### src/rtl/xform_pkg.sv
// rtl/xform_pkg.sv - shared types and helpers for the character-transform line streamer
package xform_pkg;

    typedef enum logic [2:0] {
        ST_IDLE,
        ST_READ,
        ST_CAPT,
        ST_OUT,
        ST_EMPTY
    } xform_state_t;

    localparam logic [63:0] XFORM_BLANK = 64'd0;

    // Line-table entries are packed {len, start}; callers narrow the result to their widths.
    function automatic logic [63:0] entry_len(input logic [63:0] entry, input int addr_w);
        return entry >> addr_w;
    endfunction

    function automatic logic [63:0] entry_start(input logic [63:0] entry, input int addr_w);
        return entry & ((64'd1 << addr_w) - 64'd1);
    endfunction

endpackage

### src/rtl/xform_line_streamer_if.sv
// rtl/xform_line_streamer_if.sv - request, table, pair-memory and output stream bundle
interface xform_line_streamer_if #(
    parameter int CHAR_W = 8,
    parameter int ADDR_W = 8,
    parameter int LINE_W = 8,
    parameter int LEN_W  = 8
);
    logic                     req_valid;
    logic                     req_ready;
    logic [LINE_W-1:0]        req_line;
    logic                     abort;
    logic [LINE_W-1:0]        tbl_line;
    logic [LEN_W+ADDR_W-1:0]  tbl_entry;
    logic                     mem_rd;
    logic [ADDR_W-1:0]        mem_addr;
    logic [2*CHAR_W-1:0]      mem_dout;
    logic                     out_valid;
    logic                     out_ready;
    logic [CHAR_W-1:0]        out_lhs;
    logic [CHAR_W-1:0]        out_rhs;
    logic                     out_first;
    logic                     out_last;
    logic                     out_empty;
    logic                     busy;

    modport master (
        input  req_valid, req_line, abort, tbl_entry, mem_dout, out_ready,
        output req_ready, tbl_line, mem_rd, mem_addr, out_valid, out_lhs, out_rhs,
               out_first, out_last, out_empty, busy
    );

    modport slave (
        output req_valid, req_line, abort, tbl_entry, mem_dout, out_ready,
        input  req_ready, tbl_line, mem_rd, mem_addr, out_valid, out_lhs, out_rhs,
               out_first, out_last, out_empty, busy
    );
endinterface

### src/rtl/xform_line_streamer.sv
// rtl/xform_line_streamer.sv - looks up a line and streams its lhs/rhs character pairs
module xform_line_streamer
    import xform_pkg::*;
#(
    parameter int CHAR_W = 8,
    parameter int ADDR_W = 8,
    parameter int LINE_W = 8,
    parameter int LEN_W  = 8
) (
    input  logic                  clk,
    input  logic                  rst,
    xform_line_streamer_if.master bus
);

    xform_state_t        r_state;
    logic [ADDR_W-1:0]   r_ptr;
    logic [LEN_W-1:0]    r_len;
    logic [LEN_W-1:0]    r_cnt;
    logic                r_mem_rd;
    logic [ADDR_W-1:0]   r_mem_addr;
    logic                r_out_valid;
    logic [CHAR_W-1:0]   r_lhs;
    logic [CHAR_W-1:0]   r_rhs;
    logic                r_first;
    logic                r_last;
    logic                r_empty;

    logic [LEN_W-1:0]    w_req_len;
    logic [ADDR_W-1:0]   w_req_start;
    logic                w_accept;

    assign w_req_len   = LEN_W'(entry_len(64'(bus.tbl_entry), ADDR_W));
    assign w_req_start = ADDR_W'(entry_start(64'(bus.tbl_entry), ADDR_W));
    assign w_accept    = r_out_valid && bus.out_ready;

    assign bus.tbl_line  = bus.req_line;
    assign bus.req_ready = (r_state == ST_IDLE);
    assign bus.busy      = (r_state != ST_IDLE);
    assign bus.mem_rd    = r_mem_rd;
    assign bus.mem_addr  = r_mem_addr;
    assign bus.out_valid = r_out_valid;
    assign bus.out_lhs   = r_lhs;
    assign bus.out_rhs   = r_rhs;
    assign bus.out_first = r_first;
    assign bus.out_last  = r_last;
    assign bus.out_empty = r_empty;

    always_ff @(posedge clk or posedge rst) begin
        if (rst) begin
            r_state     <= ST_IDLE;
            r_ptr       <= '0;
            r_len       <= '0;
            r_cnt       <= '0;
            r_mem_rd    <= 1'b0;
            r_mem_addr  <= '0;
            r_out_valid <= 1'b0;
            {r_lhs, r_rhs} <= (2*CHAR_W)'(XFORM_BLANK);
            r_first     <= 1'b0;
            r_last      <= 1'b0;
            r_empty     <= 1'b0;
        end else if (r_state != ST_IDLE && bus.abort) begin
            // Abort wins over a same-cycle accept: the pending beat is dropped.
            r_state     <= ST_IDLE;
            r_mem_rd    <= 1'b0;
            r_out_valid <= 1'b0;
            {r_lhs, r_rhs} <= (2*CHAR_W)'(XFORM_BLANK);
            r_first     <= 1'b0;
            r_last      <= 1'b0;
            r_empty     <= 1'b0;
        end else begin
            case (r_state)
                ST_IDLE: begin
                    if (bus.req_valid) begin
                        r_ptr <= w_req_start;
                        r_len <= w_req_len;
                        r_cnt <= '0;
                        if (w_req_len == '0) begin
                            r_state     <= ST_EMPTY;
                            r_out_valid <= 1'b1;
                            {r_lhs, r_rhs} <= (2*CHAR_W)'(XFORM_BLANK);
                            r_first     <= 1'b1;
                            r_last      <= 1'b1;
                            r_empty     <= 1'b1;
                        end else begin
                            r_state    <= ST_READ;
                            r_mem_rd   <= 1'b1;
                            r_mem_addr <= w_req_start;
                        end
                    end
                end
                ST_READ: begin
                    r_mem_rd <= 1'b0;
                    r_state  <= ST_CAPT;
                end
                ST_CAPT: begin
                    {r_lhs, r_rhs} <= bus.mem_dout;
                    r_out_valid    <= 1'b1;
                    r_first        <= (r_cnt == '0);
                    r_last         <= (r_cnt == r_len - LEN_W'(1));
                    r_state        <= ST_OUT;
                end
                ST_OUT: begin
                    if (w_accept) begin
                        r_out_valid <= 1'b0;
                        r_first     <= 1'b0;
                        r_last      <= 1'b0;
                        if (r_last) begin
                            r_state <= ST_IDLE;
                        end else begin
                            r_ptr      <= r_ptr + ADDR_W'(1);
                            r_cnt      <= r_cnt + LEN_W'(1);
                            r_mem_rd   <= 1'b1;
                            r_mem_addr <= r_ptr + ADDR_W'(1);
                            r_state    <= ST_READ;
                        end
                    end
                end
                ST_EMPTY: begin
                    if (w_accept) begin
                        r_out_valid <= 1'b0;
                        r_first     <= 1'b0;
                        r_last      <= 1'b0;
                        r_empty     <= 1'b0;
                        r_state     <= ST_IDLE;
                    end
                end
                default: r_state <= ST_IDLE;
            endcase
        end
    end

endmodule

### src/flat_wrapper.sv
// flat-port wrapper written by rule: the top's interface ports become plain ports
module xform_line_streamer_flat import xform_pkg::*;
#(
    parameter int CHAR_W = 8,
    parameter int ADDR_W = 8,
    parameter int LINE_W = 8,
    parameter int LEN_W  = 8
)
  (clk, rst, bus_req_valid, bus_req_line, bus_abort, bus_tbl_entry, bus_mem_dout, bus_out_ready, bus_req_ready, bus_tbl_line, bus_mem_rd, bus_mem_addr, bus_out_valid, bus_out_lhs, bus_out_rhs, bus_out_first, bus_out_last, bus_out_empty, bus_busy);
  xform_line_streamer_if #(.CHAR_W(CHAR_W), .ADDR_W(ADDR_W), .LINE_W(LINE_W), .LEN_W(LEN_W)) bus_i ();
  input  logic clk;
  input  logic rst;
  input wire logic [$bits(bus_i.req_valid)-1:0] bus_req_valid;
  input wire logic [$bits(bus_i.req_line)-1:0] bus_req_line;
  input wire logic [$bits(bus_i.abort)-1:0] bus_abort;
  input wire logic [$bits(bus_i.tbl_entry)-1:0] bus_tbl_entry;
  input wire logic [$bits(bus_i.mem_dout)-1:0] bus_mem_dout;
  input wire logic [$bits(bus_i.out_ready)-1:0] bus_out_ready;
  output wire logic [$bits(bus_i.req_ready)-1:0] bus_req_ready;
  output wire logic [$bits(bus_i.tbl_line)-1:0] bus_tbl_line;
  output wire logic [$bits(bus_i.mem_rd)-1:0] bus_mem_rd;
  output wire logic [$bits(bus_i.mem_addr)-1:0] bus_mem_addr;
  output wire logic [$bits(bus_i.out_valid)-1:0] bus_out_valid;
  output wire logic [$bits(bus_i.out_lhs)-1:0] bus_out_lhs;
  output wire logic [$bits(bus_i.out_rhs)-1:0] bus_out_rhs;
  output wire logic [$bits(bus_i.out_first)-1:0] bus_out_first;
  output wire logic [$bits(bus_i.out_last)-1:0] bus_out_last;
  output wire logic [$bits(bus_i.out_empty)-1:0] bus_out_empty;
  output wire logic [$bits(bus_i.busy)-1:0] bus_busy;
  assign bus_i.req_valid = bus_req_valid;
  assign bus_i.req_line = bus_req_line;
  assign bus_i.abort = bus_abort;
  assign bus_i.tbl_entry = bus_tbl_entry;
  assign bus_i.mem_dout = bus_mem_dout;
  assign bus_i.out_ready = bus_out_ready;
  assign bus_req_ready = bus_i.req_ready;
  assign bus_tbl_line = bus_i.tbl_line;
  assign bus_mem_rd = bus_i.mem_rd;
  assign bus_mem_addr = bus_i.mem_addr;
  assign bus_out_valid = bus_i.out_valid;
  assign bus_out_lhs = bus_i.out_lhs;
  assign bus_out_rhs = bus_i.out_rhs;
  assign bus_out_first = bus_i.out_first;
  assign bus_out_last = bus_i.out_last;
  assign bus_out_empty = bus_i.out_empty;
  assign bus_busy = bus_i.busy;
  xform_line_streamer #(.CHAR_W(CHAR_W), .ADDR_W(ADDR_W), .LINE_W(LINE_W), .LEN_W(LEN_W)) u_core (.clk(clk), .rst(rst), .bus(bus_i));
endmodule
### config.mk
export PLATFORM = sky130hd
export DESIGN_NAME = xform_line_streamer_flat
export DESIGN_NICKNAME = d
export VERILOG_FILES = /design/src/rtl/xform_pkg.sv /design/src/rtl/xform_line_streamer_if.sv /design/src/rtl/xform_line_streamer.sv /design/src/flat_wrapper.sv
export SDC_FILE = /design/constraint.sdc
export NUM_CORES = 1
export LEC_CHECK = 0
export ABC_AREA = 1
export BUFFER_PORTS_ARGS = -buffer_cell sky130_fd_sc_hd__buf_2
export CAP_MARGIN = 25
export CORE_MARGIN = 2
export CORE_UTILIZATION = 48
export CTS_BUF_LIST = sky130_fd_sc_hd__clkbuf_16
export CTS_CLUSTER_SIZE = 25
export DETAILED_ROUTE_END_ITERATION = 7
export PLACE_DENSITY_LB_ADDON = 0.08
export SLEW_MARGIN = 20
export SYNTH_ARGS = -nofsm -noshare
export SYNTH_HDL_FRONTEND = slang
export SYNTH_SLANG_ARGS = --single-unit
### constraint.sdc
create_clock -name clk -period 1.7 [get_ports clk]
set_input_delay 0.34 -clock clk [delete_from_list [all_inputs] [get_ports clk]]
set_output_delay 0.34 -clock clk [all_outputs]
set_load 0.03 [all_outputs]
Word level (Yosys, flattened, before mapping)

Index checks and enable logic that the tools add are counted.

Register bits: 56
Output and inout bits: 39
Input bits: 45

Bitwise operators: 1
Equality and inequality tests: 16
Mux-type cells: 41
Add/subtract/negate cells: 3
Reduce and logical (&&, ||, !) cells: 20

Operator list:

| kind                                                               | number |
|---|---|
| 8-bit two-way mux                                                  | 12 |
| 8-bit one-hot mux with 2 select lines                              | 5 |
| 8-bit by 1-bit adder with 8-bit output, second input constant      | 2 |
| 8-bit zero test                                                    | 2 |
| 3-bit two-way mux                                                  | 5 |
| 3-bit one-hot mux with 5 select lines                              | 1 |
| 1-bit two-way mux                                                  | 13 |
| 3-bit by 1-bit != test with 1-bit output, second input constant    | 4 |
| 1-bit one-hot mux with 3 select lines                              | 4 |
| 5-bit AND reduction                                                | 2 |
| 3-bit AND reduction                                                | 3 |
| 3-bit nonzero test                                                 | 3 |
| 8-bit == test                                                      | 1 |
| 4-bit AND reduction                                                | 2 |
| 4-bit nonzero test                                                 | 2 |
| 8-bit by 1-bit subtractor with 8-bit output, second input constant | 1 |
| 3-bit by 2-bit == test with 1-bit output, second input constant    | 2 |
| 2-bit != test, second input constant                               | 3 |
| 3-bit by 2-bit != test with 1-bit output, second input constant    | 2 |
| 6-bit AND reduction                                                | 1 |
| 3-bit by 1-bit == test with 1-bit output, second input constant    | 1 |
| 3-bit == test, second input constant                               | 1 |
| 3-bit zero test                                                    | 1 |
| 3-bit != test, second input constant                               | 1 |
| 6 further kinds                                                    | 7 |

Depth between registers and ports, before layout

Gate-level depths: netlist (run 1).

Depth in word-level cells: 5
Depth in mapped cells: 13
Gate-level depth less buffers: 13

Least setup slack after synthesis (run 1)

No wires, ideal clock.

Path kind: register -> register
From: reg u_core.r_state[0]
To: reg u_core.r_cnt[7]
Path slack: 0.042 ns
Library setup time: 0.122 ns
Arrival: 1.537 ns
Stages on the path, launching flop included: 11
Required time: 1.578 ns
Path through: dfrtp_1 -> nor2_2 -> nand2_4 -> inv_2 -> nand2_4 -> nand4_4 -> buf_6 -> inv_4 -> buf_6 -> nand4_1 -> o21ai_1

Longest elaborated chain between the ends: 4

Ends and longest elaborated chain:

| what                                 | RTL line                   | RTL |
|---|---|---|
| from (decl)                          | xform_line_streamer.sv:15  | `xform_state_t r_state;` |
| from (signal assigned)               | xform_line_streamer.sv:50  | `r_state <= ST_IDLE;` |
| from (signal assigned)               | xform_line_streamer.sv:63  | `r_state <= ST_IDLE;` |
| from (signal assigned)               | xform_line_streamer.sv:78  | `r_state <= ST_EMPTY;` |
| 3-bit nonzero test                   | n/a                        |  |
| via bus_busy                         | flat_wrapper.sv:29         | `output wire logic [$bits(bus_i.busy)-1:0] bus_busy;` |
| 1-bit logical AND                    | xform_line_streamer.sv:61  | `end else if (r_state != ST_IDLE && bus.abort) begin` |
| 1-bit NOT (no source line)           | n/a                        |  |
| 5-bit AND reduction (no source line) | n/a                        |  |
| to (signal assigned)                 | xform_line_streamer.sv:111 | `r_cnt <= r_cnt + LEN_W'(1);` |
| to (decl)                            | xform_line_streamer.sv:18  | `logic [LEN_W-1:0] r_cnt;` |

The timed path passes the listed nets, and every way through them passes these cells.
A chain may end at the register's enable or synchronous reset.

Worst setup path in the final report (run 1)

From: reg u_core.r_state[1]
To: out bus_req_ready

Longest elaborated chain between the ends: 1

Ends and longest elaborated chain:

| what            | RTL line                  | RTL |
|---|---|---|
| 3-bit zero test | xform_line_streamer.sv:37 | `assign bus.req_ready = (r_state == ST_IDLE);` |
| to (decl)       | flat_wrapper.sv:19        | `output wire logic [$bits(bus_i.req_ready)-1:0] bus_req_ready;` |

Every way passes these cells.

==> flow_metrics.env, run 1 <==
export IMPL_grt_overflow_total=0
export IMPL_yosys_warnings=0
export IMPL_io_pins=84
export IMPL_via_count=2757
export IMPL_fin_crit_sh_pct=95.95
export IMPL_port_buffers=67
export IMPL_crit_path_end_kind="output pin"
export IMPL_critPathKind="reg -> out"
export IMPL_grt_pass1_wl_um=11360
export IMPL_syn_nets=459
export IMPL_max_freq_ghz=0.6131
export IMPL_reg2reg_slack_ns=0.12
export IMPL_design_core_area_um2=6314
export IMPL_ctsRootBufferMaster="clkbuf_16"
export IMPL_ir_worst_vdd_v=0.0008141
export IMPL_drt_iter0_drc=103
export IMPL_ys_types=32
export IMPL_grt_pass1_vias=2535
export IMPL_relSlewSlack_pct=76.11
export IMPL_start_util_pct=49.15
export IMPL_avgRoutedWirePerCell_um=11.77
export IMPL_combPwrFrac_pct=53.6
export IMPL_dp_cells=549
export IMPL_ys_ff_latch=56
export IMPL_p_per_area_nw_per_um2=1856
export IMPL_antenna_found_initial=0
export IMPL_yosys_top_cells_area="dfrtp_1, nand2_1, o21ai_0"
export IMPL_p_int_mw=3.686
export IMPL_preCtsSetupSlack_ns=-0.06212
export IMPL_die_area_um2=7123
export IMPL_cts_sinks=56
export IMPL_track_usage_pct=19.57
export IMPL_power_mw=6.945
export IMPL_insertion_delay_ns=0.29
export IMPL_place_congestion=0.9131
export IMPL_wirelength_um=6601
export IMPL_timing_final_ws_setup_ns=0.06892
export IMPL_p_sw_mw=3.258
export IMPL_seq_power_share_pct=31.8
export IMPL_setup_violations=0
export IMPL_rows=29
export IMPL_worstPathArrival_ns=1.29
export IMPL_slowest_delay_ns=0.43
export IMPL_grt_max_degree=57
export IMPL_die_x_um=84.40
export IMPL_drc_errors=0
export IMPL_path_clk_slew_ns=0.07
export IMPL_synth_top_area_cell="dfrtp_1"
export IMPL_final_cells=561
export IMPL_synth_top_area_share_pct=45.16
export IMPL_power_frac_clock_pct=14.6
export IMPL_cts_tree="done"
export IMPL_synth_cell_area_um2=3103
export IMPL_critPathLaunchType="flip-flop"
export IMPL_synth_top_flop_cell="dfrtp_1"
export IMPL_slew_viol_final=0
export IMPL_cts_buffers=5
export IMPL_routed_via_density=4.914
export IMPL_synth_area_per_cell_um2=7.568
export IMPL_hpwl_um=5000
export IMPL_maxCapViolCount=0
export IMPL_fillers=592
export IMPL_async_flop_share_pct=100.0
export IMPL_htree_levels=2
export IMPL_synth_seq_area_share_pct=45.16
export IMPL_reg2reg_from="u_core.r_state[2]"
export IMPL_rr_worst_depth=10
export IMPL_final_hold_viol_count=0
export IMPL_clock_skew_final_ns=0.007159
export IMPL_swShare_pct=46.92
export IMPL_outcome="finished clean"
export IMPL_clock_path_buffers=2
export IMPL_postRouteAntennaNets=0
export IMPL_syn_inst=410
export IMPL_r2r_end="u_core.r_cnt[3]"
export IMPL_antenna_cells=0
export IMPL_cts_hold_buf=0
export IMPL_syn_to_final_growth_pct=20.60
export IMPL_fp_dieH_um=84.40
export IMPL_final_nets=532
export IMPL_drive_above_1_share_pct=24.38
export IMPL_hp_class="in -> async"
export IMPL_drt_first_pass_iters=4
export IMPL_worst_slew_pin_slew_ns=0.3576
export IMPL_path_cells="nor2_4 -> nand2_4 -> inv_2 -> buf_2"
export IMPL_cp_required_ns=1.36
export IMPL_critical_path_slowest_cell="dfrtp_1"
export IMPL_leakagePower_nw=2.009
export IMPL_synth_edff_count=0
export IMPL_cp_max_fo=8
export IMPL_min_period_ns=1.631
==> flip-flops by register name (all words and copies together), names as in the netlist <==
| signal | count |
|---|---|
| u_core.r_ptr | 8 |
| u_core.bus.out_empty | 1 |
| u_core.bus.mem_addr | 8 |
| u_core.bus.out_first | 1 |
| u_core.r_state | 3 |
| u_core.r_cnt | 8 |
| u_core.bus.out_valid | 1 |
| u_core.r_len | 8 |
| u_core.bus.out_rhs | 8 |
| u_core.bus.out_last | 1 |
| u_core.bus.mem_rd | 1 |
| u_core.bus.out_lhs | 8 |
==> cells in the mapped netlist (2+ instances only) <==
| master | count |
|---|---|
| nand2_2 | 3 |
| buf_4 | 8 |
| nor3_1 | 4 |
| nor2_4 | 2 |
| nand2_4 | 2 |
| buf_6 | 3 |
| xor2_1 | 6 |
| o31ai_1 | 2 |
| inv_1 | 48 |
| nand4_1 | 6 |
| clkbuf_1 | 4 |
| ha_1 | 4 |
| nand2_1 | 126 |
| a21oi_1 | 3 |
| or2_2 | 2 |
| inv_2 | 5 |
| buf_2 | 4 |
| o21ai_1 | 6 |
| nor2_1 | 32 |
| nand3_1 | 33 |
| o21ai_0 | 36 |
| dfrtp_1 | 56 |
| xnor2_1 | 3 |
| o21ai_2 | 4 |
==> power by group through the flow <==
stage	Clock [mW]	Sequential (mW)	Combinational, mW
floorplan	0	2.68	2.22
global placement	0	2.21	3.56
detailed placement	0	2.22	3.62
CTS	1.05	2.21	3.68
global route	1.10	2.29	4.18
finish	1.02	2.21	3.72
==> metal layers <==
layer / up-vias / track usage [%] / part of all wire, %
met3: 12 / 4.523 / 4.9
li1: 1437 / - / -
met2: 63 / 32.18 / 47
met1: 1245 / 25.98 / 46
met4: 0 / 5.916 / 2.2
met5: - / 0 / 0
==> critical path, delay by kind of cell, from the launching register on <==
kind / cells / cell delay, ns
AND/OR/NAND/NOR: 2 / 0.26
buffers and inverters: 2 / 0.30
flip-flops: 1 / 0.43
==> placed cells by master, fill, tap and decap left out, types with 6 or more instances in the layout <==
| master | Yosys | layout |
|---|---|---|
| nand2_1 | 126 | 125 |
| buf_2 | 4 | 67 |
| dfrtp_1 | 56 | 56 |
| inv_1 | 48 | 47 |
| o21ai_0 | 36 | 35 |
| nand3_1 | 33 | 33 |
| nor2_1 | 32 | 32 |
| buf_4 | 8 | 15 |
| o21ai_1 | 6 | 7 |
| nand4_1 | 6 | 6 |
| xor2_1 | 6 | 6 |
==> worst max-delay path by stage <==
| stage | from | to | slack [ns] |
|---|---|---|---|
| 4_1_cts | u_core.r_state[1] | bus_req_ready | 0.03 |
| 3_5_place_dp | bus_tbl_entry[9] | u_core.bus.out_rhs[0] | -0.06 |
| 2_1_floorplan | u_core.r_state[0] | u_core.r_cnt[7] | 0.04 |
| 3_3_place_gp | bus_tbl_entry[9] | u_core.bus.out_rhs[5] | 0.004 |
| 6_report | u_core.r_state[1] | bus_req_ready | 0.07 |
| 5_1_grt | u_core.r_state[2] | u_core.r_cnt[3] | -0.007 |
==> per-stage QoR <==
step | utilization (%) | TNS (ns) | area [um2] | hold slack [ns]
2_1_floorplan | - | 0 | 3107 | 0.4205
3_3_place_gp | 56.06 | 0 | 3540 | 0.4403
3_5_place_dp | 56.06 | -0.6157 | 3540 | 0.4399
4_1_cts | 58.66 | 0 | 3704 | 0.1269
5_1_grt | 59.27 | -0.01091 | 3742 | 0.1379
6_report | 59.27 | 0 | 3742 | 0.1135
==> what timing repair did <==
action	CTS	global route
hold endpoints to repair	0	0
pin swaps	1	1
endpoints found under the setup margin	12	13
gates resized for setup	1	6
buffers inserted	1	3
==> cell type report <==
cell class / instances / area [um2] / share of cell area [%]
multi-input combinational: 281 / 1383 / 36.94
tap: 77 / 96.34 / 2.574
inverter: 54 / 214.0 / 5.717
timing repair buffer: 85 / 499.2 / 13.34
clock inverter: 3 / 23.77 / 0.6352
clock buffer: 5 / 125.1 / 3.343
sequential: 56 / 1401 / 37.45
==> kinds of logic after synthesis <==
| group | count (synthesis) | synth area share, % |
|---|---|---|
| AO/OA/AOI/OAI | 55 | 10.08 |
| AND/OR/NAND/NOR | 213 | 29.84 |
| adder cells (fa/ha/maj) | 4 | 1.613 |
| flip-flops | 56 | 45.16 |
| buffers and inverters | 73 | 10.77 |
| XOR/XNOR | 9 | 2.540 |
Note: power is estimated with default switching activity, not from simulation.
==> inputs of run 2 (changes only) <==
==> constraint.sdc (replaced) <==
create_clock -name clk -period 1.7 [get_ports clk]
set_input_delay 0.085 -clock clk [delete_from_list [all_inputs] [get_ports clk]]
set_output_delay 0.085 -clock clk [all_outputs]
set_load 0.03 [all_outputs]
==> run 2 against run 1 <==
Via count decreased by 0.36%. Global-route usage increased by 0.89 points. Fmax increased by 4.1%. Worst hold slack lost 0.092 ns. Clock skew decreased by 0.0012 ns. Critical endpoint is now u_core.r_cnt[2].
==> flow_metrics.env, run 2 (synthesized netlist as in run 1, its figures left out) <==
export IMPL_drive_above_1_share_pct=23.76
export IMPL_port_buffers=67
export IMPL_crit_family="simple AND/OR/NAND/NOR gates"
export IMPL_antenna_found_initial=0
export IMPL_insertion_delay_ns=0.29
export IMPL_clock_skew_final_ns=0.005922
export IMPL_ir_worst_vdd_v=0.0009475
export IMPL_drt_first_pass_iters=4
export IMPL_setup_violations=0
export IMPL_hpwl_um=4909
export IMPL_avgRoutedWirePerCell_um=12.22
export IMPL_min_period_ns=1.568
export IMPL_reg2reg_slack_ns=0.13
export IMPL_fin_area_um2=3730
export IMPL_place_congestion=0.8868
export IMPL_setup_tns_ns=0
export IMPL_worstPathArrival_ns=1.75
export IMPL_maxCapViolCount=0
export IMPL_antenna_cells=0
export IMPL_worst_slew_pin_slew_ns=0.3529
export IMPL_design_core_area_um2=6314
export IMPL_rows=29
export IMPL_slew_viol_final=0
export IMPL_relSlewSlack_pct=76.42
export IMPL_critPathBufInv=3
export IMPL_fin_crit_sh_pct=92.21
export IMPL_cp_required_ns=1.88
export IMPL_clock_path_buffers=2
export IMPL_critical_path_slowest_cell="dfrtp_1"
export IMPL_cts_tree="done"
export IMPL_htree_levels=2
export IMPL_drt_iter0_drc=168
export IMPL_final_nets=532
export IMPL_die_area_um2=7123
export IMPL_grt_pass1_wl_um=11990
export IMPL_track_usage_pct=20.46
export IMPL_worst_path_most_repeated_cell="nand2_1"
export IMPL_fillers=628
export IMPL_final_hold_viol_count=0
export IMPL_via_count=2747
export IMPL_crit_path_end_kind="flip-flop"
export IMPL_drc_errors=0
export IMPL_start_util_pct=49.15
export IMPL_final_cells=561
export IMPL_max_freq_ghz=0.6379
export IMPL_routed_via_density=4.897
export IMPL_cts_buffers=5
export IMPL_cp_max_fo=11
export IMPL_cts_sinks=56
export IMPL_path_cells="nor2_4 -> nand2_4 -> inv_4 -> nand2_4 -> nand4_4 -> buf_4 -> clkinv_8 -> nand2_1 -> nand2_1 -> nand2_1 -> nor2_1"
export IMPL_critPathKind="reg -> reg"
export IMPL_slowest_delay_ns=0.43
export IMPL_syn_to_final_growth_pct=20.20
export IMPL_placed_area_um2=3508
export IMPL_p_per_area_nw_per_um2=1863
export IMPL_outcome="finished clean"
export IMPL_leakagePower_nw=2.015
export IMPL_grt_pass1_vias=2718
export IMPL_hp_class="in -> reg"
export IMPL_fp_dieH_um=84.40
export IMPL_layout_commonest_cell="nand2_1"
export IMPL_postRouteAntennaNets=0
export IMPL_wirelength_um=6855
export IMPL_most_common_layout_cells="nand2_1, buf_2, dfrtp_1"
export IMPL_die_x_um=84.40
export IMPL_ctsRootBufferMaster="clkbuf_16"
export IMPL_grt_overflow_total=0
export IMPL_path_clk_slew_ns=0.07
export IMPL_io_pins=84
export IMPL_critPathLaunchType="flip-flop"
export IMPL_dp_cells=547
export IMPL_grt_max_degree=57
run 2: cell types whose count changed in the layout (fill, tap and decap cells not counted), sizes merged:
cell | previous run | this run
clkinvlp | 3 | 1
clkinv | 1 | 2
inv | 53 | 55
dlygate4sd3 | 0 | 1
buf | 85 | 83
run 2: what timing repair did:
item | CTS | global route
endpoints found under the setup margin | 0 | 38
hold buffers | 1 | 0
endpoints found under the hold margin | 56 | 0
resized for setup | 0 | 8
buffers inserted | 0 | 4
run 2: path summary, 6_finish.rpt:
kind                                               end                    from  depth (start not counted)
min in group asynchronous        u_core.bus.out_lhs[1]                     rst                          4
worst max-delay path                   u_core.r_cnt[2]       u_core.r_state[1]                         11
max in group asynchronous              u_core.r_len[5]                     rst                          4
worst max register to register         u_core.r_cnt[2]       u_core.r_state[1]                         11
worst min register to register  u_core.bus.mem_addr[4]  u_core.bus.mem_addr[4]                          2
worst min-delay path                   u_core.r_len[4]       bus_tbl_entry[12]                          3
run 2: routing by layer:
layer,part of all wire (%),global-route usage (%),vias to the layer above,wire length (um)
met5,0,0,-,0
met4,1.4,6.494,0,93
met3,4.0,3.540,8,272
met2,49,34.85,54,3343
met1,46,26.73,1254,3146
li1,-,-,1431,-
run 2: worst reg2reg max path, cell delays in order (launching register included):
cell      delay, ns
dfrtp_1        0.43
nor2_4         0.17
nand2_4        0.12
inv_4          0.09
nand2_4        0.06
nand4_4        0.14
buf_4          0.16
clkinv_8       0.07
nand2_1        0.08
nand2_1        0.05
nand2_1        0.05
nor2_1         0.04
run 2: area by class of cell:
cell class / instances / area [um2] / area share [%]
Clock inverter: 3 / 15.01 / 0.4025
Sequential cell: 56 / 1401 / 37.57
Timing Repair Buffer: 84 / 478.0 / 12.81
Inverter: 54 / 217.7 / 5.837
Timing Repair inverter: 1 / 8.758 / 0.2348
Multi-Input combinational cell: 281 / 1388 / 37.20
Clock buffer: 5 / 125.1 / 3.355
Tap cell: 77 / 96.34 / 2.583
run 2: stage by stage:
step	util, %	total power [mW]	hold WS [ns]	worst slack [ns]
4_1_cts	57.95	6.770	0.01919	0.004454
2_1_floorplan	-	4.902	0.2016	0.04177
5_1_grt	59.08	7.599	0.02979	-0.01640
6_report	59.08	6.950	0.02144	0.1324
3_5_place_dp	55.57	5.753	0.1646	0.008248
3_3_place_gp	55.57	5.690	0.1616	0.06487
run 2: power breakdown:
part / leakage (nW) / switching, mW / internal, mW
Clock: 0.0687 / 0.462 / 0.537
Sequential: 0.720 / 0.379 / 1.84
Combinational: 1.23 / 2.47 / 1.26
Total: 2.01 / 3.31 / 3.64
